### src/rtl/disp_msg_sched_pkg.sv
// disp_msg_sched_pkg: state encodings, owner codes, glyph codes and word packing for the message scheduler
package disp_msg_sched_pkg;
  typedef enum logic [1:0] {ST_BASE = 2'b00, ST_NOTICE = 2'b01, ST_ERROR = 2'b10} state_e;
  localparam logic [1:0] OWN_BASE = 2'b00;
  localparam logic [1:0] OWN_NOTICE = 2'b01;
  localparam logic [1:0] OWN_ERROR = 2'b10;
  localparam logic [4:0] G_0 = 5'h00;
  localparam logic [4:0] G_1 = 5'h01;
  localparam logic [4:0] G_2 = 5'h02;
  localparam logic [4:0] G_3 = 5'h03;
  localparam logic [4:0] G_4 = 5'h04;
  localparam logic [4:0] G_5 = 5'h05;
  localparam logic [4:0] G_6 = 5'h06;
  localparam logic [4:0] G_7 = 5'h07;
  localparam logic [4:0] G_8 = 5'h08;
  localparam logic [4:0] G_9 = 5'h09;
  localparam logic [4:0] G_A = 5'h0A;
  localparam logic [4:0] G_B = 5'h0B;
  localparam logic [4:0] G_C = 5'h0C;
  localparam logic [4:0] G_D = 5'h0D;
  localparam logic [4:0] G_E = 5'h0E;
  localparam logic [4:0] G_F = 5'h0F;
  localparam logic [4:0] G_R = 5'h10;
  localparam logic [4:0] G_T = 5'h11;
  localparam logic [4:0] G_P = 5'h12;
  localparam logic [4:0] G_L = 5'h13;
  localparam logic [4:0] G_J = 5'h14;
  localparam logic [4:0] G_N = 5'h15;
  localparam logic [19:0] RST_CODE = {G_F, G_F, G_F, G_F};
  function automatic logic [19:0] pack4(input logic [4:0] d3, input logic [4:0] d2, input logic [4:0] d1, input logic [4:0] d0);
    return {d3, d2, d1, d0};
  endfunction
endpackage

### src/rtl/disp_msg_sched_tick.sv
// ms_tick_gen: prescaler with sync clear emitting a one-cycle tick every TICK_DIV cycles
module ms_tick_gen #(
  parameter int TICK_DIV = 100_000
) (
  input  logic clk,
  input  logic rst,
  input  logic clr,
  output logic tick
);
  localparam int W = $clog2(TICK_DIV);
  logic [W-1:0] cnt_q, cnt_d;
  always_comb begin
    tick = cnt_q == W'(TICK_DIV - 1);
    cnt_d = (clr || tick) ? '0 : cnt_q + 1'b1;
  end
  always_ff @(posedge clk) begin
    if (rst) cnt_q <= '0;
    else cnt_q <= cnt_d;
  end
endmodule

### src/rtl/disp_msg_sched.sv
// disp_msg_sched: base/notice/error display arbiter with timed hold; DISP_ERR_BLINK_EN enables error blinking
module disp_msg_sched
  import disp_msg_sched_pkg::*;
#(
  parameter int TICK_DIV = 100_000,
  parameter int HOLD_MS = 2000,
  parameter int BLINK_MS = 500
) (
  input  logic        clk,
  input  logic        rst,
  input  logic [19:0] base_code,
  input  logic [1:0]  msg_req,
  input  logic [19:0] msg_code1,
  input  logic [19:0] msg_code0,
  input  logic        msg_cancel,
  output logic [1:0]  msg_ack,
  output logic [19:0] disp_code,
  output logic [3:0]  disp_blank,
  output logic [1:0]  owner,
  output logic        busy
);
  state_e state_q, state_d;
  logic [1:0] ack_q, ack_d, owner_q, owner_d;
  logic [19:0] code_q, code_d;
  logic [15:0] hold_q, hold_d;
  logic busy_q, busy_d, blank_q, blank_d;
  logic tick, clr, acc_err, acc_not, expire, leave;
  ms_tick_gen #(.TICK_DIV(TICK_DIV)) u_tick (
    .clk (clk),
    .rst (rst),
    .clr (clr),
    .tick(tick)
  );
  always_comb begin
    acc_err = msg_req[1];
    acc_not = msg_req[0] && !msg_req[1] && (state_q == ST_BASE || (state_q == ST_NOTICE && msg_cancel));
    clr = acc_err || acc_not;
    expire = tick && hold_q == 16'(HOLD_MS - 1);
    leave = state_q != ST_BASE && (msg_cancel || expire);
    state_d = acc_err ? ST_ERROR : acc_not ? ST_NOTICE : leave ? ST_BASE : state_q;
    ack_d = {acc_err, acc_not};
    code_d = acc_err ? msg_code1 : acc_not ? msg_code0 : state_d == ST_BASE ? base_code : code_q;
    hold_d = (clr || state_d == ST_BASE) ? '0 : hold_q + 16'(tick);
    owner_d = state_d == ST_ERROR ? OWN_ERROR : state_d == ST_NOTICE ? OWN_NOTICE : OWN_BASE;
    busy_d = state_d != ST_BASE;
  end
`ifdef DISP_ERR_BLINK_EN
  logic [15:0] blink_q, blink_d;
  logic flip;
  always_comb begin
    flip = tick && blink_q == 16'(BLINK_MS - 1);
    blink_d = (clr || state_d != ST_ERROR || flip) ? '0 : blink_q + 16'(tick);
    blank_d = (clr || state_d != ST_ERROR) ? 1'b0 : blank_q ^ flip;
  end
  always_ff @(posedge clk) begin
    if (rst) blink_q <= '0;
    else blink_q <= blink_d;
  end
`else
  logic [15:0] unused_blink_ms;
  assign unused_blink_ms = 16'(BLINK_MS);
  assign blank_d = 1'b0;
`endif
  always_ff @(posedge clk) begin
    if (rst) begin
      state_q <= ST_BASE;
      ack_q <= '0;
      owner_q <= OWN_BASE;
      code_q <= RST_CODE;
      hold_q <= '0;
      busy_q <= 1'b0;
      blank_q <= 1'b0;
    end else begin
      state_q <= state_d;
      ack_q <= ack_d;
      owner_q <= owner_d;
      code_q <= code_d;
      hold_q <= hold_d;
      busy_q <= busy_d;
      blank_q <= blank_d;
    end
  end
  assign msg_ack = ack_q;
  assign disp_code = code_q;
  assign disp_blank = {4{blank_q}};
  assign owner = owner_q;
  assign busy = busy_q;
endmodule
### config.mk
export PLATFORM = sky130hd
export DESIGN_NAME = disp_msg_sched
export DESIGN_NICKNAME = d
export VERILOG_FILES = /design/src/rtl/disp_msg_sched_pkg.sv /design/src/rtl/disp_msg_sched_tick.sv /design/src/rtl/disp_msg_sched.sv
export SDC_FILE = /design/constraint.sdc
export NUM_CORES = 1
export LEC_CHECK = 0
export CAP_MARGIN = 10
export CORE_ASPECT_RATIO = 0.6
export CORE_UTILIZATION = 47
export CTS_BUF_LIST = sky130_fd_sc_hd__clkbuf_4 sky130_fd_sc_hd__clkbuf_8
export CTS_CLUSTER_SIZE = 12
export DETAILED_ROUTE_END_ITERATION = 10
export GPL_TIMING_DRIVEN = 0
export PLACE_DENSITY = 0.91
export RECOVER_POWER = 100
export SYNTH_ARGS = -nofsm -noshare
export SYNTH_HDL_FRONTEND = slang
export SYNTH_SLANG_ARGS = --single-unit
export TNS_END_PERCENT = 100
### constraint.sdc
create_clock -name clk -period 2.8 [get_ports clk]
set_input_delay 0.56 -clock clk [delete_from_list [all_inputs] [get_ports clk]]
set_output_delay 0.56 -clock clk [all_outputs]
set_load 0.005 [all_outputs]
### Yosys cells after proc, flatten, opt, wreduce, memory -nomap -nowiden

Index checks and enable logic that the tools add are counted.

* register bits: 60
* input port bits: 65
* output and inout bits: 29
* word-level logic and storage cells: 42

* add/subtract/negate cells: 2
* equal/unequal tests: 5
* mux-type cells: 8
* reductions and logical operators: 19

Operator list (number)
* $mux 20: 3
* $add 17x1->17 const B: 1
* $eq 17x17->1 const B: 1
* $add 16x1->16: 1
* $eq 16x11->1 const B: 1
* $mux 2: 4
* $reduce_or 2->1: 3
* $logic_and 1x1->1: 5
* $logic_or 1x1->1: 5
* $eq 2x1->1 const B: 2
* $logic_not 2->1: 2
* $reduce_bool 2->1: 2
* $reduce_bool 3->1: 1
* $eq 2x2->1 const B: 1
* $logic_not 1->1: 1
* $mux 1: 1

### Logic depth before layout (Yosys ltp)

Gate-level depths: netlist of the first run.

* word-level depth: 11
* gate-level depth with buffers: 11
* depth with buffers taken out: 10

### Cells and area by module

Synthesis of the first run repeated with hierarchy kept, for this count alone.

* cells, all modules: 336
* area total of the unflattened synthesis: 3040.4 um2

Modules (own cells, without submodules)
* disp_msg_sched: times used 1, cells each 248, area an instance 2254.7 um2, sequential area each 860.8 um2
* ms_tick_gen: times used 1, cells each 88, area an instance 785.8 um2, sequential area each 340.3 um2

### Worst setup path after synthesis of the first run

No wires, ideal clock.

* path kind: register to register
* from: register u_tick.cnt_q[0]
* to: register code_q[12] (netlist: disp_code[12])
* setup time: 0.117 ns
* data arrival time: 2.035 ns
* data required time: 2.683 ns
* slack: 0.648 ns
* cell stages (with the launch flop): 9
* buffers on the path: 2
* clock period less this slack: 2.152 ns
* cell sequence: dfxtp_1 > ha_1 > and3_1 > nand4_1 > or4_1 > buf_2 > a31o_4 > buf_6 > o22a_1

* word-level cells in the longest chain between the ends: 9

Ends and longest elaborated chain
* from (decl): RTL line disp_msg_sched_tick.sv:11 `logic [W-1:0] cnt_q, cnt_d;`
* from (signal assigned): RTL line disp_msg_sched_tick.sv:18 `else cnt_q <= cnt_d;`
* $eq 17x17->1: RTL line disp_msg_sched_tick.sv:13 `tick = cnt_q == W'(TICK_DIV - 1);`
* $logic_and 1x1->1: RTL line disp_msg_sched.sv:38 `expire = tick && hold_q == 16'(HOLD_MS - 1);`
* $logic_or 1x1->1: RTL line disp_msg_sched.sv:39 `leave = state_q != ST_BASE && (msg_cancel || expire);`
* $logic_and 1x1->1: RTL line disp_msg_sched.sv:39
* $mux 2 (3 in a row): RTL line disp_msg_sched.sv:40 `state_d = acc_err ? ST_ERROR : acc_not ? ST_NOTICE : leave ? ST_BASE : state_q;`
* $logic_not 2->1: RTL line disp_msg_sched.sv:42 `code_d = acc_err ? msg_code1 : acc_not ? msg_code0 : state_d == ST_BASE ? base_code : code_q;`
* $reduce_bool 3->1 (no line)
* to (signal assigned): RTL line disp_msg_sched.sv:77 `code_q <= code_d;`
* to (decl): RTL line disp_msg_sched.sv:24 `logic [19:0] code_q, code_d;`

No other way between the ends.
A chain may end at the register's enable or synchronous reset.

### Final worst setup path of the first run

* from: input msg_req[1]
* to: register code_q[17] (netlist: disp_code[17])

* word-level cells in the longest chain between the ends: 7
* elaborated cells between the ends (all ways): 9
* classes of those cells: mux (4); reduce/logical (5)

Ends and longest elaborated chain
* from (decl): RTL line disp_msg_sched.sv:12 `input logic [1:0] msg_req,`
* $logic_not 1->1: RTL line disp_msg_sched.sv:36 `acc_not = msg_req[0] && !msg_req[1] && (state_q == ST_BASE || (state_q == ST_NOTICE && msg_cancel));`
* $logic_and 1x1->1 (2 in a row): RTL line disp_msg_sched.sv:36
* $mux 2 (2 in a row): RTL line disp_msg_sched.sv:40
* $logic_not 2->1: RTL line disp_msg_sched.sv:42
* $reduce_bool 3->1 (no line)

Several ways; a longest one is shown, not always the timed one.

==> results of run 1 <==
## final cells by class
type | instances | area (um^2) | share of cell area
clock inverter | 1 | 5.00 | 0.00127
buffer | 22 | 106 | 0.0269
tap | 80 | 100 | 0.0253
multi-input combinational | 222 | 1440 | 0.365
inverter | 9 | 33.8 | 0.00854
timing repair buffer | 88 | 881 | 0.223
clock buffer | 14 | 186 | 0.0471
sequential | 60 | 1200 | 0.304
## what timing repair did
action	4_1_cts	5_1_grt
hold endpoints to repair	0	0
gates resized for setup	0	1
endpoints found under the setup margin	0	14
## Yosys cell counts, types with 3 or more instances
cell type / instances / area [um^2]
sky130_fd_sc_hd__nor3_1: 6 / 30.0
sky130_fd_sc_hd__mux2_2: 4 / 45.0
sky130_fd_sc_hd__dfxtp_1: 60 / 1200
sky130_fd_sc_hd__xor2_1: 13 / 114
sky130_fd_sc_hd__nand2_1: 26 / 97.6
sky130_fd_sc_hd__o21ai_0: 16 / 80.1
sky130_fd_sc_hd__buf_4: 4 / 30.0
sky130_fd_sc_hd__and4_1: 3 / 26.3
sky130_fd_sc_hd__mux2i_1: 20 / 200
sky130_fd_sc_hd__nand3_1: 10 / 50.1
sky130_fd_sc_hd__clkbuf_1: 10 / 37.5
sky130_fd_sc_hd__ha_1: 3 / 37.5
sky130_fd_sc_hd__o22ai_1: 4 / 25.0
sky130_fd_sc_hd__nor2_1: 44 / 165
sky130_fd_sc_hd__o22a_1: 16 / 140
sky130_fd_sc_hd__buf_2: 6 / 30.0
sky130_fd_sc_hd__inv_1: 8 / 30.0
sky130_fd_sc_hd__and3_1: 4 / 25.0
sky130_fd_sc_hd__xnor2_1: 16 / 140
sky130_fd_sc_hd__nand4_1: 10 / 62.6
## sequential cells by signal (all words and copies together) (netlist names)
register,count
busy,1
disp_code,20
hold_q,16
msg_ack,2
owner,2
state_q,2
u_tick.cnt_q,17
## layer usage
layer / vias up / GRT usage / part of all wire
met1: 1264 / 0.327 / 0.44
met4: 0 / 0.0890 / 0.012
li1: 1275 / - / -
met3: 16 / 0.0829 / 0.085
met2: 130 / 0.449 / 0.46
met5: - / 0 / 0
## power breakdown
part	internal (mW)	switching (mW)	leakage, nW
logic	0.171	0.101	0.855
registers	0.886	0.0145	0.491
clock network	0.422	0.311	0.102
total	1.48	0.427	1.45
## worst register-to-register path, cell delays in order, from the launching register on
cell	delay (ps)
sky130_fd_sc_hd__dfxtp_1	350
sky130_fd_sc_hd__ha_1	230
sky130_fd_sc_hd__and3_1	250
sky130_fd_sc_hd__nand4_1	140
sky130_fd_sc_hd__or4_1	560
sky130_fd_sc_hd__clkbuf_1	180
sky130_fd_sc_hd__a31o_2	280
sky130_fd_sc_hd__clkbuf_2	210
sky130_fd_sc_hd__o22a_1	220
## worst paths after layout
kind	from	end	slack, ps
worst max-delay path	msg_req[1]	disp_code[17]$_SDFFE_PP1P_	270
worst min-delay path	u_tick.cnt_q[0]$_SDFF_PP0_	u_tick.cnt_q[0]$_SDFF_PP0_	450
worst max register to register	u_tick.cnt_q[0]$_SDFF_PP0_	disp_code[17]$_SDFFE_PP1P_	280
worst min register to register	u_tick.cnt_q[0]$_SDFF_PP0_	u_tick.cnt_q[0]$_SDFF_PP0_	450
## kinds of logic after synthesis
group,synth area share
adders and majority gates,0.0135
other,0.00134
buffers and inverters,0.0552
DFF,0.430
muxes,0.0879
xor gates and xnor gates,0.0910
AOI/OAI and AO/OA,0.103
and+or+nand+nor,0.217
## metrics by stage
step / setup TNS (ps) / cell area (um^2) / util
after floorplan: 0 / 2800 / -
after global placement: -3510 / 3780 / 0.670
after detailed placement: -3750 / 3780 / 0.670
after CTS: 0 / 3970 / 0.703
after global routing: 0 / 3960 / 0.700
final: 0 / 3960 / 0.700
==> reports/qor_table.md, run 1 <==
| Parameter | Value | Unit |
| --- | --- | --- |
| Status | complete, no violations | - |
| Number of buffers and inverters on the critical path | 4 | - |
| Share of synthesized flip-flops with an asynchronous set or reset | 0 | - |
| Standard-cell row count | 21 | - |
| Number of enable-type register cells in the synthesized netlist | 0 | - |
| Worst relative slew slack | 0.659 | - |
| Hold violation total from the final report | 0 | - |
| Diodes inserted | 0 | - |
| Hold-fix buffer count after cts | 0 | - |
| Cell count of the worst hold path | 1 | - |
| HPWL after DPL | 5570 | um |
| Synthesis Warnings | 0 | - |
| Setup ws final | 275 | ps |
| Number of antenna violations at the first check in global routing | 0 | - |
| Horizontal die dimension | 101 | um |
| Count of fill cells added during filler insertion | 440 | - |
| Drc violations | 0 | - |
| Fin crit share | 0.902 | - |
| Commonest cells after routing, fill and taps aside | sky130_fd_sc_hd__clkdlybuf4s50_1, sky130_fd_sc_hd__dfxtp_1, sky130_fd_sc_hd__nor2_1 | - |
| Vertical die dimension | 61.7 | um |
| Routability congestion estimate | 0.904 | - |
| Max stage delay cell, worst path | sky130_fd_sc_hd__dlygate4sd3_1 | - |
| Required time reported for the critical path endpoint | 3020 | ps |
| Clock transition at path regs | 60 | ps |
| Maximum count of clock buffers along a single path | 2 | - |
| Sinks on Clock Net | 60 | - |
| Type of the worst min-delay path | reg2reg | - |
| Buffer cell driving the clock tree root | sky130_fd_sc_hd__clkbuf_8 | - |
| Gate Count Post-Synth | 310 | - |
| Worst Hold Margin | 446 | ps |
| Startpoint kind of the worst setup timing path | input pin | - |
| Overflow after GRT | 0 | - |
| Vias in the first global route | 2624 | - |
| Non-filler instance count after layout | 496 | - |
| Initial cell density of the core | 0.494 | - |
| Final setup fails | 0 | - |
| Total number of cells along the worst setup path | 6 | - |
| Slew of the pin with the lowest slew margin | 509 | ps |
| Number of setup buffers added after CTS | 0 | - |
| Maximum number of pins on one net before global-route repair | 11 | - |
| Shortest clock period the worst path allows after layout | 2530 | ps |
| Number of nets with antenna violations after routing | 0 | - |
| RSZ-0062 raised after global routing | no | - |
| Netlist cell types | 41 | - |
| Final Slew Violations | 0 | - |
| Total length of routed wires | 7770 | um |
| Via density per instance | 5.41 | - |
| Worst IR Drop VDD | 279 | uV |
| Most used DFF post-synth | sky130_fd_sc_hd__dfxtp_1 | - |
| Type of the worst setup path | in2reg | - |
| Area of the core | 5650 | um^2 |
| Portion of the post-synthesis area used by sequential elements | 0.430 | - |
| Total number of H-tree levels | 3 | - |
| Detailed-route wire length per cell | 15.7 | um |
| R2R cell count | 8 | - |
| DIE AREA | 6260 | um^2 |
| Area Overhead vs Synth | 41.8 | % |
| Highest fanout seen on the critical path | 10 | - |
| Total via count after detailed routing | 2685 | - |
| # placed instances | 481 | - |
| Pwr Density | 482 | nW/um^2 |
| Data arrival time at the worst-slack endpoint | 2750 | ps |
| Number of buffer cells added on primary ports | 88 | - |
| Total I/O pin count | 94 | - |
| Static Leakage | 1.45 | nW |
| Clock insertion delay at the later pin of the skew report | 330 | ps |
| Most common library cell in the layout ignoring fill and taps | sky130_fd_sc_hd__clkdlybuf4s50_1 | - |
| Fraction of layout instances using a drive strength above 1 | 0.0841 | - |
| Max Cap Viol | 0 | - |
| Family with the most delay on the worst path | buffers and inverters | - |
| Wire length of the first global-routing pass | 12300 | um |
| Seq cells post-synth | 60 | - |
| NumNets Final | 480 | - |
| Highest cell delay on the worst timing path | 560 | ps |
| Post-synthesis cell area | 2790 | um^2 |
| Number of iterations in the first detailed-routing pass | 4 | - |
| Post-placement setup slack | -248 | ps |
| Global router's overall resource usage | 0.265 | - |
| Clock tree from TritonCTS | yes | - |
| DRC violation total after the first TritonRoute iteration | 287 | - |
| Fmax | 396 | MHz |
| Post-Synthesis Mean Instance Area | 9.00 | um^2 |
| Clk_skew | 9.34 | ps |
| Number of buffers created by CTS | 9 | - |
| Power after layout | 1.91 | mW |
| Kind of end point of the critical path | register | - |
| List of cells traversed by the critical path | dlygate4sd3_1 -> clkbuf_1 -> clkinv_1 -> a31o_2 -> clkbuf_2 -> o22a_1 | - |
(Power assumes the default switching activity.)
==> run 2: changes to the inputs <==
- HOLD_SLACK_MARGIN: unset -> 0.08
- PLACE_DENSITY: 0.91 -> 0.93
==> run 2 against run 1 <==
Clock power grew 18%. Critical endpoint is now u_tick.cnt_q[7]$_SDFF_PP0_. Non-clock buffer count is the same. Global-route usage grew 0.25 points. Total power grew 7.3%. Largest power group unchanged. Count of clock-buffer cells in the layout shrank 2. Clock skew is essentially flat. Final area grew 1.2%.
==> reports/qor_table.md, run 2 (synthesis results as in run 1) <==
| Parameter | Value | Unit |
| --- | --- | --- |
| Status | complete, no violations | - |
| HPWL after DPL | 5660 | um |
| Area Overhead vs Synth | 43.5 | % |
| Total number of H-tree levels | 3 | - |
| Global router's overall resource usage | 0.267 | - |
| Worst IR Drop VDD | 329 | uV |
| Setup slack of the worst register-to-register path | 320 | ps |
| Vertical die dimension | 61.7 | um |
| Vias in the first global route | 2591 | - |
| Number of buffers created by CTS | 9 | - |
| GR Layer Usage met2 | 0.454 | - |
| Final standard cell utilization of the core | 0.709 | - |
| DRC violation total after the first TritonRoute iteration | 154 | - |
| Total I/O pin count | 94 | - |
| Number of iterations in the first detailed-routing pass | 5 | - |
| Type of the worst setup path | in2reg | - |
| Reg2Reg Launch Point | u_tick.cnt_q[0]$_SDFF_PP0_ | - |
| Number of antenna violations at the first check in global routing | 0 | - |
| GR peak layer | met2 | - |
| Largest register FFs | 20 | - |
| Initial cell density of the core | 0.494 | - |
| Startpoint of the tightest hold check path | u_tick.cnt_q[0]$_SDFF_PP0_ | - |
| Clock insertion delay at the later pin of the skew report | 340 | ps |
| Clk_skew | 9.27 | ps |
| Fraction of layout instances using a drive strength above 1 | 0.0863 | - |
| Type of the worst min-delay path | reg2reg | - |
| Most common library cell in the layout ignoring fill and taps | sky130_fd_sc_hd__clkdlybuf4s50_1 | - |
| Area of the core | 5650 | um^2 |
| Fmax | 395 | MHz |
| Global routing met3 resource utilization | 0.0783 | - |
| Power after layout | 2.04 | mW |
| Clock transition at path regs | 60 | ps |
| Hold violation total from the final report | 0 | - |
| Horizontal die dimension | 101 | um |
| Count of fill cells added during filler insertion | 436 | - |
| Highest fanout seen on the critical path | 10 | - |
| Standard-cell row count | 21 | - |
| Final setup fails | 0 | - |
| Hold EP | u_tick.cnt_q[0]$_SDFF_PP0_ | - |
| Crit path from | msg_cancel | - |
| Max stage delay cell, worst path | sky130_fd_sc_hd__dlygate4sd3_1 | - |
| Placed instance area | 3780 | um^2 |
| DIE AREA | 6260 | um^2 |
| RSZ-0062 raised after global routing | no | - |
| Required time reported for the critical path endpoint | 3010 | ps |
| Static Leakage | 1.47 | nW |
| Number of buffer cells added on primary ports | 88 | - |
| Final non-filler cell area | 4010 | um^2 |
| Via density per instance | 5.27 | - |
| Reg-to-reg critical path endpoint | disp_code[7]$_SDFFE_PP1P_ | - |
| Total length of routed wires | 7460 | um |
| Pwr Density | 511 | nW/um^2 |
| Fin crit share | 0.905 | - |
| Startpoint kind of the worst setup timing path | input pin | - |
| Highest cell delay on the worst timing path | 600 | ps |
| Clock tree from TritonCTS | yes | - |
| Shortest clock period the worst path allows after layout | 2530 | ps |
| Setup ws final | 267 | ps |
| Detailed-route wire length per cell | 15.0 | um |
| Sinks on Clock Net | 60 | - |
| Final Slew Violations | 0 | - |
| Max Cap Viol | 0 | - |
| Total negative slack | 0 | ps |
| Maximum count of clock buffers along a single path | 2 | - |
| Total via count after detailed routing | 2618 | - |
| GR Util met1 | 0.331 | - |
| Diodes inserted | 0 | - |
| Number of nets with antenna violations after routing | 0 | - |
| Overflow after GRT | 0 | - |
| Drc violations | 0 | - |
| Slew of the pin with the lowest slew margin | 566 | ps |
| NumNets Final | 480 | - |
| Commonest cells after routing, fill and taps aside | sky130_fd_sc_hd__clkdlybuf4s50_1, sky130_fd_sc_hd__dfxtp_1, sky130_fd_sc_hd__nor2_1 | - |
| R2R cell count | 8 | - |
| Data arrival time at the worst-slack endpoint | 2740 | ps |
| Kind of end point of the critical path | register | - |
| Routability congestion estimate | 0.868 | - |
| Wire length of the first global-routing pass | 12400 | um |
| List of cells traversed by the critical path | dlygate4sd3_1 -> nor2b_1 -> nor3b_2 -> or4_1 -> clkbuf_1 -> clkbuf_1 -> nor2_1 | - |
| Buffer cell driving the clock tree root | sky130_fd_sc_hd__clkbuf_8 | - |
| Maximum number of pins on one net before global-route repair | 11 | - |
| Cell count of the worst hold path | 1 | - |
| Worst relative slew slack | 0.621 | - |
| Most frequent CP cell | sky130_fd_sc_hd__clkbuf_1 | - |
| Post-placement setup slack | -307 | ps |
==> run 2: per-layer routing <==
| layer | up-vias | share of wire |
|---|---|---|
| met3 | 13 | 0.071 |
| met4 | 0 | 0.010 |
| li1 | 1275 | - |
| met1 | 1240 | 0.46 |
| met2 | 90 | 0.46 |
| met5 | - | 0 |
==> run 2: timing repair <==
action                     4_1_cts  5_1_grt
buffers inserted                 0        0
gates resized for setup          0        1
hold buffers                     0        0
setup endpoints to repair        0       22
==> run 2: per-stage QoR <==
| stage | hold WS, ps | cells |
|---|---|---|
| floorplan | 413 | 313 |
| global placement | 424 | 481 |
| detailed placement | 442 | 481 |
| CTS | 450 | 497 |
| global route | 492 | 497 |
| finish | 447 | 497 |
==> run 2: area by class of cell <==
type                            count  area, um^2  share of cell area
Multi-Input combinational cell    222        1450               0.362
Sequential cell                    60        1200               0.300
Timing Repair Buffer               88         881               0.220
Clock buffer                       12         153              0.0381
Buffer                             22         113              0.0281
Tap cell                           80         100              0.0250
Clock inverter                      4        72.6              0.0181
Inverter                            9        33.8             0.00843
==> run 2: worst max-delay path by stage <==
stage                                       to  slack (ps)  cells past startpoint
floorplan           disp_code[12]$_SDFFE_PP1P_         650                      8
finish              u_tick.cnt_q[7]$_SDFF_PP0_         270                      7
global route        u_tick.cnt_q[7]$_SDFF_PP0_         120                      7
detailed placement  disp_code[14]$_SDFFE_PP0P_        -310                      7
global placement    disp_code[14]$_SDFFE_PP0P_        -230                      7
CTS                 disp_code[14]$_SDFFE_PP0P_          30                      7
==> run 2: power by group <==
group | internal (mW) | total [mW] | switching (mW)
Sequential | 0.886 | 0.902 | 0.0156
Combinational | 0.173 | 0.277 | 0.104
Clock | 0.544 | 0.867 | 0.323
==> run 2: critical path, delay by kind of cell <==
family	cells	cell delay, ps
and+or+nand+nor	4	880
buffers and inverters	3	1290
==> run 3: changes to the inputs <==
- CORE_MARGIN: unset -> 8
==> run 3 against run 2 <==
Cell count decreased by 0.20%. Flip-flop and latch count is the same. Register-to-register slack worse by 96 ps. Largest cell class unchanged. Largest power group unchanged. Highest routed layer unchanged.
==> reports/qor_table.md, run 3 (synthesis results as in run 1) <==
| Parameter | Value | Unit |
| --- | --- | --- |
| Overflow after GRT | 0 | - |
| Fin crit share | 0.920 | - |
| Total number of H-tree levels | 3 | - |
| Worst Hold Margin | 450 | ps |
| Setup ws final | 224 | ps |
| Total I/O pin count | 94 | - |
| Number of antenna violations at the first check in global routing | 0 | - |
| Number of iterations in the first detailed-routing pass | 4 | - |
| Post-placement setup slack | -218 | ps |
| Type of the worst min-delay path | reg2reg | - |
| Worst relative slew slack | 0.664 | - |
| Clock tree from TritonCTS | yes | - |
| NumNets Final | 480 | - |
| Largest register FFs | 20 | - |
| Clock insertion delay at the later pin of the skew report | 340 | ps |
| Global router's overall resource usage | 0.196 | - |
| Number of buffers created by CTS | 9 | - |
| Number of nets with antenna violations after routing | 0 | - |
| Max Cap Viol | 0 | - |
| Most common library cell in the layout ignoring fill and taps | sky130_fd_sc_hd__clkdlybuf4s50_1 | - |
| Number of buffer cells added on primary ports | 88 | - |
| Via density per instance | 5.23 | - |
| Final Slew Violations | 0 | - |
| Commonest cells after routing, fill and taps aside | sky130_fd_sc_hd__clkdlybuf4s50_1, sky130_fd_sc_hd__dfxtp_1, sky130_fd_sc_hd__nor2_1 | - |
| Cell count of the worst hold path | 1 | - |
| Highest fanout seen on the critical path | 10 | - |
| Wire length of the first global-routing pass | 13000 | um |
| Maximum count of clock buffers along a single path | 2 | - |
| Fraction of layout instances using a drive strength above 1 | 0.0817 | - |
| Startpoint kind of the worst setup timing path | register | - |
| Slew of the pin with the lowest slew margin | 502 | ps |
| Shortest clock period the worst path allows after layout | 2580 | ps |
| Initial cell density of the core | 0.494 | - |
| Data arrival time at the worst-slack endpoint | 2780 | ps |
| Area of the core | 5650 | um^2 |
| Hold violation total from the final report | 0 | - |
| Diodes inserted | 0 | - |
| Clock transition at path regs | 60 | ps |
| HPWL after DPL | 6160 | um |
| Total length of routed wires | 8010 | um |
| Static Leakage | 1.46 | nW |
| Standard-cell row count | 21 | - |
| Worst IR Drop VDD | 470 | uV |
| Maximum number of pins on one net before global-route repair | 11 | - |
| Kind of end point of the critical path | register | - |
| Drc violations | 0 | - |
| Startpoint of the tightest hold check path | u_tick.cnt_q[0]$_SDFF_PP0_ | - |
| Final setup fails | 0 | - |
| Clk_skew | 6.13 | ps |
| Power after layout | 2.01 | mW |
| R2R cell count | 8 | - |
| Routability congestion estimate | 0.867 | - |
| Pwr Density | 504 | nW/um^2 |
| Type of the worst setup path | reg2reg | - |
| Crit path from | u_tick.cnt_q[0]$_SDFF_PP0_ | - |
| Required time reported for the critical path endpoint | 3000 | ps |
| DRC violation total after the first TritonRoute iteration | 113 | - |
| Sinks on Clock Net | 60 | - |
| DIE AREA | 8740 | um^2 |
| Detailed-route wire length per cell | 16.2 | um |
| Area Overhead vs Synth | 42.9 | % |
| Number of setup buffers added after CTS | 0 | - |
| RSZ-0062 raised after global routing | no | - |
| Status | complete, no violations | - |
| Vias in the first global route | 2567 | - |
| Final standard cell utilization of the core | 0.706 | - |
| Horizontal die dimension | 115 | um |
| Reg2Reg Launch Point | u_tick.cnt_q[0]$_SDFF_PP0_ | - |
| Vertical die dimension | 75.7 | um |
| Total negative slack | 0 | ps |
| Buffer cell driving the clock tree root | sky130_fd_sc_hd__clkbuf_8 | - |
| Fmax | 388 | MHz |
| Total via count after detailed routing | 2596 | - |
==> run 3: through the flow <==
step,area (um^2),std cells
finish,3990,496
global route,3990,496
CTS,3990,496
detailed placement,3780,481
global placement,3780,481
floorplan,2800,313
==> run 3: area by class of cell <==
class | count | area, um^2
clock inverters | 5 | 77.6
fillers | 426 | 1660
repair buffers | 88 | 881
plain buffers | 22 | 111
well taps | 80 | 100
flip-flops and latches | 60 | 1200
clock buffers | 10 | 131
multi-input cells | 222 | 1450
inverters | 9 | 33.8
==> run 3: power breakdown <==
group | internal, mW | switching, mW | leakage [nW] | total (mW)
combinational | 0.173 | 0.106 | 0.860 | 0.278
sequential | 0.886 | 0.0148 | 0.491 | 0.901
clock | 0.503 | 0.328 | 0.106 | 0.831
==> run 3: timing repair <==
| item | 4_1_cts | 5_1_grt |
|---|---|---|
| endpoints found under the setup margin | 0 | 1 |
| gates resized for setup | 0 | 1 |
| hold buffers | 0 | 0 |
==> run 3: per-layer routing <==
metal	vias to the layer above	GRT usage	wire length, um	part of all wire
li1	1271	-	-	-
met1	1229	0.226	3530	0.44
met2	88	0.333	3880	0.48
met3	8	0.0720	526	0.066
met4	0	0.0694	74	0.0092
met5	-	0	0	0
==> run 3: final timing paths <==
| check | slack [ps] | end |
|---|---|---|
| setup reg to reg | 220 | hold_q[14]$_SDFF_PP0_ |
| hold / removal | 450 | u_tick.cnt_q[0]$_SDFF_PP0_ |
| setup / recovery | 220 | hold_q[14]$_SDFF_PP0_ |
| hold reg to reg | 450 | u_tick.cnt_q[0]$_SDFF_PP0_ |
==> run 3: worst max-delay path, stage by stage (launching register included) <==
cell,delay [ps]
sky130_fd_sc_hd__dfxtp_1,350
sky130_fd_sc_hd__ha_1,240
sky130_fd_sc_hd__and3_1,240
sky130_fd_sc_hd__nand4_1,170
sky130_fd_sc_hd__or4_1,540
sky130_fd_sc_hd__clkbuf_1,170
sky130_fd_sc_hd__nand3_2,210
sky130_fd_sc_hd__clkbuf_1,410
sky130_fd_sc_hd__nor2_1,110
